### src/rtl/fun_unit_if.sv
// fun_unit_if: evaluation, table-write and status signals of fun_unit.
// The coverage signals (cov_mask, cov_full, cov_clr) exist only when
// FUN_COVERAGE_EN is defined.
interface fun_unit_if #(
    parameter int CNT_W = 8
);
    logic             a;
    logic             b;
    logic             c;
    logic             in_valid;
    logic             tt_we;
    logic [7:0]       tt_data;
    logic             f;
    logic             f_valid;
    logic [CNT_W-1:0] ones_cnt;
`ifdef FUN_COVERAGE_EN
    logic [7:0]       cov_mask;
    logic             cov_full;
    logic             cov_clr;

    modport master (
        output a, b, c, in_valid, tt_we, tt_data, cov_clr,
        input  f, f_valid, ones_cnt, cov_mask, cov_full
    );
    modport slave (
        input  a, b, c, in_valid, tt_we, tt_data, cov_clr,
        output f, f_valid, ones_cnt, cov_mask, cov_full
    );
`else
    modport master (
        output a, b, c, in_valid, tt_we, tt_data,
        input  f, f_valid, ones_cnt
    );
    modport slave (
        input  a, b, c, in_valid, tt_we, tt_data,
        output f, f_valid, ones_cnt
    );
`endif
endinterface

### src/rtl/fun_unit.sv
// fun_unit: registered 3-input Boolean function evaluator with a run-time
// programmable 8-entry truth table (index {a,b,c}), a saturating count of
// evaluations that produced 1, and optional minterm coverage tracking
// enabled by defining FUN_COVERAGE_EN.
module fun_unit #(
    parameter logic [7:0] TT_RESET = 8'hB8,
    parameter int         CNT_W    = 8
) (
    input  logic      clk,
    input  logic      rst,
    fun_unit_if.slave bus
);
    localparam logic [CNT_W-1:0] CNT_MAX = {CNT_W{1'b1}};
    localparam logic [CNT_W-1:0] CNT_ONE = CNT_W'(1'b1);

    logic [2:0]       idx_s;
    logic             r_s;
    logic [7:0]       tt_d,  tt_q;
    logic             f_d,   f_q;
    logic             f_valid_d, f_valid_q;
    logic [CNT_W-1:0] cnt_d, cnt_q;

    // Look up the result from the current table and compute next state;
    // a table write lands next cycle, so this cycle's lookup sees the old table.
    always_comb begin
        idx_s     = {bus.a, bus.b, bus.c};
        r_s       = tt_q[idx_s];
        tt_d      = tt_q;
        f_d       = f_q;
        f_valid_d = 1'b0;
        cnt_d     = cnt_q;
        if (bus.tt_we) begin
            tt_d = bus.tt_data;
        end else begin
            tt_d = tt_q;
        end
        if (bus.in_valid) begin
            f_d       = r_s;
            f_valid_d = 1'b1;
            if (r_s && (cnt_q != CNT_MAX)) begin
                cnt_d = cnt_q + CNT_ONE;
            end else begin
                cnt_d = cnt_q;
            end
        end else begin
            f_d       = f_q;
            f_valid_d = 1'b0;
        end
    end

    // State registers; reset restores the default table and clears results.
    always_ff @(posedge clk or posedge rst) begin
        if (rst) begin
            tt_q      <= TT_RESET;
            f_q       <= 1'b0;
            f_valid_q <= 1'b0;
            cnt_q     <= {CNT_W{1'b0}};
        end else begin
            tt_q      <= tt_d;
            f_q       <= f_d;
            f_valid_q <= f_valid_d;
            cnt_q     <= cnt_d;
        end
    end

    assign bus.f        = f_q;
    assign bus.f_valid  = f_valid_q;
    assign bus.ones_cnt = cnt_q;

`ifdef FUN_COVERAGE_EN
    logic [7:0] cov_mask_d, cov_mask_q;

    // Clear first, then mark the minterm evaluated this cycle.
    always_comb begin
        cov_mask_d = cov_mask_q;
        if (bus.cov_clr) begin
            cov_mask_d = 8'h00;
        end else begin
            cov_mask_d = cov_mask_q;
        end
        if (bus.in_valid) begin
            cov_mask_d[idx_s] = 1'b1;
        end else begin
            cov_mask_d[idx_s] = cov_mask_d[idx_s];
        end
    end

    // Coverage mask register.
    always_ff @(posedge clk or posedge rst) begin
        if (rst) begin
            cov_mask_q <= 8'h00;
        end else begin
            cov_mask_q <= cov_mask_d;
        end
    end

    assign bus.cov_mask = cov_mask_q;
    assign bus.cov_full = (cov_mask_q == 8'hFF);
`endif
endmodule

### src/flat_wrapper.sv
// flat-port wrapper written by rule: the top's interface ports become plain ports
module fun_unit_flat 
#(
    parameter logic [7:0] TT_RESET = 8'hB8,
    parameter int         CNT_W    = 8
)
  (clk, rst, bus_a, bus_b, bus_c, bus_in_valid, bus_tt_we, bus_tt_data, bus_f, bus_f_valid, bus_ones_cnt);
  fun_unit_if #(.CNT_W(CNT_W)) bus_i ();
  input  logic clk;
  input  logic rst;
  input wire logic [$bits(bus_i.a)-1:0] bus_a;
  input wire logic [$bits(bus_i.b)-1:0] bus_b;
  input wire logic [$bits(bus_i.c)-1:0] bus_c;
  input wire logic [$bits(bus_i.in_valid)-1:0] bus_in_valid;
  input wire logic [$bits(bus_i.tt_we)-1:0] bus_tt_we;
  input wire logic [$bits(bus_i.tt_data)-1:0] bus_tt_data;
  output wire logic [$bits(bus_i.f)-1:0] bus_f;
  output wire logic [$bits(bus_i.f_valid)-1:0] bus_f_valid;
  output wire logic [$bits(bus_i.ones_cnt)-1:0] bus_ones_cnt;
  assign bus_i.a = bus_a;
  assign bus_i.b = bus_b;
  assign bus_i.c = bus_c;
  assign bus_i.in_valid = bus_in_valid;
  assign bus_i.tt_we = bus_tt_we;
  assign bus_i.tt_data = bus_tt_data;
  assign bus_f = bus_i.f;
  assign bus_f_valid = bus_i.f_valid;
  assign bus_ones_cnt = bus_i.ones_cnt;
  fun_unit #(.TT_RESET(TT_RESET), .CNT_W(CNT_W)) u_core (.clk(clk), .rst(rst), .bus(bus_i));
endmodule
### config.mk
export PLATFORM = sky130hd
export DESIGN_NAME = fun_unit_flat
export DESIGN_NICKNAME = d
export VERILOG_FILES = /design/src/rtl/fun_unit_if.sv /design/src/rtl/fun_unit.sv /design/src/flat_wrapper.sv
export SDC_FILE = /design/constraint.sdc
export NUM_CORES = 1
export LEC_CHECK = 0
export BUFFER_PORTS_ARGS = -buffer_cell sky130_fd_sc_hd__buf_2
export CAP_MARGIN = 20
export CORE_MARGIN = 4
export CORE_UTILIZATION = 45
export DETAILED_ROUTE_END_ITERATION = 16
export PLACE_DENSITY = 0.78
export SLEW_MARGIN = 20
export SYNTH_ARGS = -nofsm -noshare
export SYNTH_HDL_FRONTEND = slang
export SYNTH_SLANG_ARGS = --single-unit
export TNS_END_PERCENT = 30
### constraint.sdc
create_clock -name clk -period 1.9 [get_ports clk]
set_clock_uncertainty 0.1 [all_clocks]
set_input_delay 0.38 -clock clk [delete_from_list [all_inputs] [get_ports clk]]
set_output_delay 0.38 -clock clk [all_outputs]
set_load 0.03 [all_outputs]
==> run_results.csv, run 1 <==
group,metric,value,unit
clock_tree,cts_htree_levels,1,
pwr,total_power,1244,µW
global_routing,grt_pass1_wl,2884,µm
route,wl,1743,µm
pwr,ir_drop,0.7172,mV
yosys,yosysUniqueCellTypes,23,
yosys,syn_avg_cell_area,13.13,µm²
clock_tree,clkSlewWorstSetupHoldPaths,100,ps
layout,syn2layout_area_growth,27.45,%
layout,nets,117,
yosys,ys_ff_latch,18,
critical_path,cp_data_required_time,1970,ps
yosys,yosysSeqAreaShare,51.78,%
clock_tree,cts_tree,"built",
yosys,netlist_area,879.6,µm²
clock_tree,insertion_delay,290,ps
global_routing,gr-total-overflow,0,
pwr,power.density,1110,nW/µm²
critical_path,critPathLaunch,"u_core.tt_q[3]",
layout,final_common_cell,"buf_2",
critical_path,crit_path_end_kind,"flip-flop",
clock_tree,cts_sinks,18,
layout,diodes,0,
route,drtIter0Drc,4,
sta,max-slew-margin-rel,65.95,%
layout,drive_gt1_share,58.00,%
route,ant_nets,0,
yosys,yosysTopAreaCellShare,39.83,%
clock_tree,cts-buffers-inserted,3,
sta,rsz0062_at_grt,"yes",
floorplanning,core,1783,µm²
global_routing,grt_pass1_vias,621,
sta,tightest_slew,510.1,ps
place,routabilityCongestion,0.7284,
floorplanning,fp-row-count,15,
critical_path,timing.rr.start,"u_core.tt_q[3]",
yosys,postSynthCellCount,67,
place,hpwl,1340,µm
floorplanning,die_area,2726,µm²
sta,timing.final.crit_period,1865,ps
sta,slew_violations,0,
floorplanning,die_y,52.21,µm
sta,setup_viol,0,
sta,fmax,0.5361,GHz
global_routing,antenna_found_initial,0,
critical_path,crit_chain,"mux2i_1 > a221o_2 > nor4_2 > mux2_1",
sta,fin_hold_ws,-6.239,ps
route,vias,623,
yosys,synth_area_leaders,"dfrtp_1, mux2_2, dfstp_2",
global_routing,grt_max_degree,15,
sta,finalCritPeriodShare,98.18,%
floorplanning,start_util,49.33,%
critical_path,criticalPathCategory,"flip-flop to flip-flop",
sta,finalHoldViolations,4,
floorplanning,io_pins,25,
yosys,synth_nets,83,
route,drt_first_pass_iters,2,
critical_path,critPathSlowestCell,"dfstp_2",
outcome,run_status,"complete, but fails checks",
clock_tree,cts_root_buffer,"clkbuf_4",
min_path,hold_class,"input port to asynchronous set/reset pin",
critical_path,crit_arrival,1940,ps
place,numPortBuffers,24,
yosys,synth_warnings,0,
critical_path,crit_path_max_incr_delay,540,ps
critical_path,start_kind,"flip-flop",
job,max_cap_viol_count,0,
floorplanning,die_w,52.21,µm
route,avgViaCountPerCell,4.984,
yosys,synth_area_leader_cell,"dfrtp_1",
critical_path,crit_fanout,6,
layout,layout_common_cells,"buf_2, dfrtp_1, mux2_2",
clock_tree,ctsLongestPathBuffers,2,
outcome,violations,"hold timing",
pwr,leakagePower,0.0005257,µW
global_routing,grt.total_usage,14.91,%
route,drcViolationCount,0,
sta,fin_tns_setup,0,ps
route,wl_per_cell,13.94,µm
-- layout make-up --
cell class                 count  area (µm²)
tap                           25       31.28
fill                         151       661.9
multi-input combinational     44       426.7
timing repair buffer          30       165.2
inverter                       4       15.01
clock buffer                   4       26.28
sequential                    18       456.7
-- final timing paths --
| path | endpoint | slack (ps) | cells past startpoint |
|---|---|---|---|
| max | u_core.bus.ones_cnt[6] | 30 | 4 |
| min | u_core.bus.ones_cnt[1] | -6 | 2 |
| max reg2reg | u_core.bus.ones_cnt[6] | 30 | 4 |
| min reg2reg | u_core.bus.f | 400 | 1 |
| max in group asynchronous | u_core.bus.ones_cnt[5] | 1210 | 3 |
| min in group clk | u_core.bus.f_valid | 120 | 1 |
-- routing by layer --
metal	up-vias	wire (µm)	part of all wire [%]	track usage, %
met3	0	93	5.3	5.698
met1	302	691	40	18.51
met5	-	0	0	0
li1	309	-	-	-
met2	12	959	55	24.48
met4	0	0	0	3.404
-- timing repair --
action / in CTS / in global routing
setup buffers: 0 / 2
gates resized for setup: 0 / 2
hold endpoints to repair: 0 / 0
hold buffers: 0 / 0
endpoints found under the setup margin: 0 / 6
-- sequential cells by signal (all words and copies together) (netlist names) --
signal and flops:
u_core.bus.f 1, u_core.tt_q 8, u_core.bus.f_valid 1, u_core.bus.ones_cnt 8
-- cells in the mapped netlist, drive strengths merged --
master,number
dfrtp,14
mux2,13
dfstp,4
inv,4
nand2,4
nor4,4
xor2,4
nand3,3
mux2i,2
nor2,2
nor3,2
nor4b,2
a221o,1
clkbuf,1
ha,1
nand2b,1
nand4,1
nor2b,1
o22ai,1
o2bb2ai,1
xnor2,1
-- cell families (layout without fill, tap and decap cells) --
family | after synthesis | after routing | synth area share [%]
DFF | 18 | 18 | 51.78
muxes | 15 | 15 | 18.92
and+or+nand+nor | 20 | 20 | 17.07
xor gates and xnor gates | 5 | 5 | 4.978
AOI/OAI and AO/OA | 3 | 3 | 3.698
buffers and inverters | 5 | 38 | 2.133
adders and majority gates | 1 | 1 | 1.422
-- critical path: cells and delay by family, from the launching register on --
kind | cells | cell delay (ps)
flops | 1 | 540
compound gates | 1 | 420
mux | 2 | 410
simple gates | 1 | 280
-- through the flow --
step,setup WS [ps],area (µm²),utilization [%],instances
after CTS,21.18,1091,61.19,123
after global routing,-65.73,1121,62.88,125
after detailed placement,-44.34,1065,59.72,119
final,34.63,1121,62.88,125
after floorplan,16.09,887.1,-,67
after global placement,-23.14,1065,59.72,119
-- power breakdown --
group / total, µW / internal (µW) / switching (µW)
clock network: 190 / 81.7 / 108
logic: 472 / 173 / 300
registers: 582 / 484 / 97.9
(Power assumes the default switching activity.)
==> run 2, diff against run 1 <==
==> constraint.sdc (replaced) <==
create_clock -name clk -period 1.9 [get_ports clk]
set_clock_uncertainty 0.1 [all_clocks]
set_input_delay 0.285 -clock clk [delete_from_list [all_inputs] [get_ports clk]]
set_output_delay 0.285 -clock clk [all_outputs]
set_load 0.03 [all_outputs]
==> run 2 against run 1 <==
Net effect: the run now ends clean; final cell count decreased by 0.80%; total power is 2.7% higher; worst setup slack barely moved; hold slack improved by 36 ps; wire length is 2.2% lower; clock power increased by 25%; largest power group unchanged; flip-flop and latch count unchanged; first-iteration DRC count unchanged.
==> run_results.csv, run 2 (synthesis gave the netlist of run 1 again) <==
group,metric,value,unit
route,wl_per_cell,13.74,µm
sta,max-slew-margin-rel,54.39,%
layout,final_common_cell,"buf_2",
pwr,power.density,1145,nW/µm²
job,max_cap_viol_count,0,
clock_tree,cts_root_buffer,"clkbuf_4",
floorplanning,die_w,52.21,µm
critical_path,criticalPathCategory,"flip-flop to flip-flop",
outcome,run_status,"complete, no violations",
clock_tree,cts_tree,"built",
global_routing,grt.total_usage,14.07,%
layout,fin_area,1116,µm²
floorplanning,die_y,52.21,µm
route,avgViaCountPerCell,5.000,
floorplanning,core,1783,µm²
global_routing,grt_max_degree,19,
sta,finalCritPeriodShare,98.15,%
sta,fin_ws,35.06,ps
floorplanning,io_pins,25,
critical_path,crit_arrival,1940,ps
layout,drive_gt1_share,57.58,%
global_routing,grt_pass1_wl,2822,µm
sta,fmax,0.5362,GHz
route,ant_nets,0,
floorplanning,die_area,2726,µm²
clock_tree,insertion_delay,290,ps
min_path,hold_class,"input port to flip-flop",
place,place_area,1050,µm²
place,hpwl,1302,µm
pwr,ir_drop,0.5174,mV
layout,syn2layout_area_growth,26.88,%
layout,multi_input_area,416.7,µm²
global_routing,antenna_found_initial,0,
critical_path,crit_path_end_kind,"flip-flop",
route,wl,1704,µm
pwr,leakagePower,0.0005237,µW
global_routing,gr-total-overflow,0,
critical_path,cp_data_required_time,1980,ps
critical_path,start_kind,"flip-flop",
route,drtIter0Drc,4,
layout,layout_common_cells,"buf_2, dfrtp_1, mux2_2",
sta,setup_viol,0,
clock_tree,ctsLongestPathBuffers,2,
place,dp.cells,117,
layout,seq_area,456.7,µm²
clock_tree,clkSlewWorstSetupHoldPaths,100,ps
clock_tree,cts-buffers-inserted,3,
sta,finalHoldViolations,0,
route,vias,620,
sta,rsz0062_at_grt,"yes",
sta,fin_tns_setup,0,ps
clock_tree,cts_sinks,18,
layout,nets,116,
layout,diodes,0,
layout,nFillCells,148,
route,drt_first_pass_iters,2,
clock_tree,cts_htree_levels,1,
sta,slew_violations,0,
critical_path,crit_fanout,6,
sta,timing.final.crit_period,1865,ps
place,routabilityCongestion,0.7407,
route,drcViolationCount,0,
sta,tightest_slew,683.3,ps
place,numPortBuffers,24,
global_routing,grt_pass1_vias,623,
place,place_ws,36.80,ps
floorplanning,fp-row-count,15,
layout,layoutNonFillerInstCount,124,
floorplanning,start_util,49.33,%
pwr,total_power,1278,µW
-- run 2: cell types whose count changed in the layout (fill, tap and decap cells not counted) --
| cell | change |
|---|---|
| clkbuf_1 | -1 |
| dlygate4sd3_1 | +1 |
| clkbuf_8 | +1 |
| nor4_4 | -1 |
| buf_4 | -2 |
| nand3_2 | +1 |
| nand3_1 | -1 |
| nor4_1 | +1 |
-- run 2: what timing repair did --
item	in CTS	in global routing
setup endpoints to repair	0	4
setup buffers	0	2
resized for setup	0	1
hold buffers	1	0
endpoints found under the hold margin	1	0
-- run 2: layout make-up --
class                   instances  area share, %
inverters                       4          1.345
well taps                      25          2.803
clock buffers                   4          3.251
repair buffers                 29          14.35
multi-input cells              44          37.33
flip-flops and latches         18          40.92
-- run 2: metrics by stage --
stage,hold slack [ps],utilization (%)
floorplan,120.6,-
global placement,311.7,58.88
detailed placement,322.5,58.88
CTS,23.38,61.47
global route,5.933,62.60
finish,29.70,62.60
-- run 2: report_power, final --
part	leakage (µW)	total, µW	switching [µW]	internal (µW)
combinational	0.000293	458	288	170
sequential	0.000210	583	98.7	484
clock	0.0000210	238	121	117
total	0.000524	1280	508	770
-- run 2: routing by layer --
layer / global-route usage [%] / part of all wire, % / up-vias
li1: - / - / 303
met1: 18.55 / 46 / 305
met2: 23.64 / 50 / 10
met3: 2.564 / 3.7 / 2
met4: 3.830 / 0.70 / 0
met5: 0 / 0 / -
-- run 2: worst paths after layout --
check                      depth (start not counted)                      to           start  slack (ps)
min in group asynchronous                          3  u_core.bus.ones_cnt[2]             rst         530
setup / recovery                                   4  u_core.bus.ones_cnt[1]  u_core.tt_q[3]          40
setup reg to reg                                   4  u_core.bus.ones_cnt[1]  u_core.tt_q[3]          40
hold / removal                                     1      u_core.bus.f_valid    bus_in_valid          30
max in group asynchronous                          3  u_core.bus.ones_cnt[0]             rst         700
hold reg to reg                                    1            u_core.bus.f    u_core.bus.f         410
-- run 2: worst max-delay path, stage by stage, from the launching register on --
cell and delay (ps):
dfstp_2 540, mux2i_1 60, a221o_2 410, nor3_2 290, mux2_1 350
==> run 3, diff against run 2 <==
Settings changed: CORE_UTILIZATION 45 to 49, GPL_TIMING_DRIVEN from default to 1, PLACE_DENSITY 0.78 to 0.81, SETUP_SLACK_MARGIN from default to 0.2.
Clock period 1.9 ns to 1.93 ns, I/O delays scaled along.
==> run 3 against run 2 <==
Net effect: critical path depth is the same; clock-buffer cell count is the same; die area shrank 6.9%; total power shrank 1.3%; maximum frequency shrank 2.2%; register-to-register slack is essentially flat; first-iteration DRC count grew 50%; critical path type unchanged; largest cell class unchanged.
==> run_results.csv, run 3 (synthesis gave the netlist of run 1 again) <==
group,metric,value,unit
global_routing,grt_pass1_wl,3022,µm
clock_tree,insertion_delay,300,ps
pwr,ir_drop,0.6811,mV
global_routing,grt_max_degree,19,
place,numPortBuffers,24,
sta,rsz0062_at_grt,"yes",
clock_tree,cts_sinks,18,
critical_path,crit_arrival,2000,ps
route,drtIter0Drc,6,
sta,finalCritPeriodShare,98.79,%
clock_tree,ctsLongestPathBuffers,2,
clock_tree,cts-buffers-inserted,3,
place,hpwl,1349,µm
route,drt_first_pass_iters,5,
sta,fmax,0.5245,GHz
critical_path,crit_path_end_kind,"flip-flop",
sta,fin_hold_ws,109.6,ps
min_path,hold_class,"input port to flip-flop",
job,max_cap_viol_count,0,
layout,nets,114,
critical_path,crit_buf_inv,0,
route,avgViaCountPerCell,5.303,
route,ant_nets,0,
sta,finalHoldViolations,0,
clock_tree,cts_tree,"built",
critical_path,cp_top_family,"flip-flops",
route,wl,1735,µm
route,vias,647,
place,routabilityCongestion,0.7686,
floorplanning,die_w,50.37,µm
critical_path,crit_fanout,8,
route,wl_per_cell,14.22,µm
global_routing,grt.total_usage,15.98,%
layout,drive_gt1_share,55.67,%
clock_tree,postCtsSetupRepairBufs,0,
sta,timing.final.crit_period,1907,ps
layout,syn2layout_area_growth,25.75,%
sta,slew_violations,0,
clock_tree,cts_htree_levels,1,
critical_path,crit_chain,"mux2i_1 > a221o_2 > nor4_2 > mux2_1",
floorplanning,core,1708,µm²
critical_path,criticalPathCategory,"flip-flop to flip-flop",
clock_tree,clkSlewWorstSetupHoldPaths,100,ps
sta,max-slew-margin-rel,55.55,%
floorplanning,die_y,50.37,µm
outcome,run_status,"complete, no violations",
layout,final_common_cell,"buf_2",
critical_path,critPathSlowestCell,"dfstp_2",
floorplanning,die_area,2537,µm²
layout,layout_common_cells,"buf_2, dfrtp_1, mux2_2",
critical_path,start_kind,"flip-flop",
sta,setup_viol,0,
floorplanning,fp-row-count,15,
floorplanning,io_pins,25,
critical_path,cp_data_required_time,2020,ps
sta,tightest_slew,666.0,ps
floorplanning,start_util,51.50,%
global_routing,grt_pass1_vias,690,
global_routing,gr-total-overflow,0,
layout,diodes,0,
clock_tree,cts_root_buffer,"clkbuf_4",
pwr,leakagePower,0.0005115,µW
sta,fin_tns_setup,0,ps
global_routing,antenna_found_initial,0,
critical_path,crit_path_max_incr_delay,540,ps
pwr,power.density,1141,nW/µm²
route,drcViolationCount,0,
run 3: cell type report:
type | count | area, µm²
multi-input combinational | 44 | 417.9
inverter | 4 | 15.01
fill | 145 | 601.8
sequential | 18 | 457.9
clock buffer | 4 | 36.28
tap | 25 | 31.28
timing repair buffer | 27 | 147.6
run 3: final timing paths:
path	depth (start not counted)	from	to	slack [ps]
max	4	u_core.tt_q[3]	u_core.bus.ones_cnt[6]	20
min	2	bus_tt_data[7]	u_core.tt_q[7]	110
max reg2reg	4	u_core.tt_q[3]	u_core.bus.ones_cnt[6]	20
min reg2reg	1	u_core.bus.f	u_core.bus.f	400
max in group asynchronous	3	rst	u_core.bus.ones_cnt[1]	750
min in group asynchronous	3	rst	u_core.bus.ones_cnt[6]	520
run 3: through the flow:
| step | util [%] | worst slack, ps | area, µm² | std cells | total power, µW |
|---|---|---|---|---|---|
| finish | 64.76 | 23.39 | 1106 | 122 | 1262 |
| global route | 64.76 | 16.70 | 1106 | 122 | 1341 |
| CTS | 64.40 | 46.62 | 1100 | 122 | 1274 |
| detailed placement | 61.10 | 44.08 | 1044 | 116 | 1031 |
| global placement | 61.10 | 112.1 | 1044 | 116 | 1011 |
| floorplan | - | 140.1 | 888.4 | 67 | 884.7 |
run 3: report_power, final:
group / total, µW / switching, µW / internal, µW
logic: 452 / 287 / 165
registers: 572 / 93.3 / 479
clock network: 238 / 123 / 115
run 3: what timing repair did:
item | in CTS | in global routing
hold endpoints to repair | 15 | 0
hold buffers | 2 | 0
pin swaps | 1 | 0
setup endpoints to repair | 7 | 7
gates resized for setup | 0 | 1
run 3: layer usage:
layer,routed length (µm),part of all wire [%],vias up,track usage (%)
met5,0,0,-,0
met4,51,2.9,0,9.417
met3,69,4.0,5,2.967
met2,905,52,15,29.13
met1,710,41,325,16.89
li1,-,-,302,-
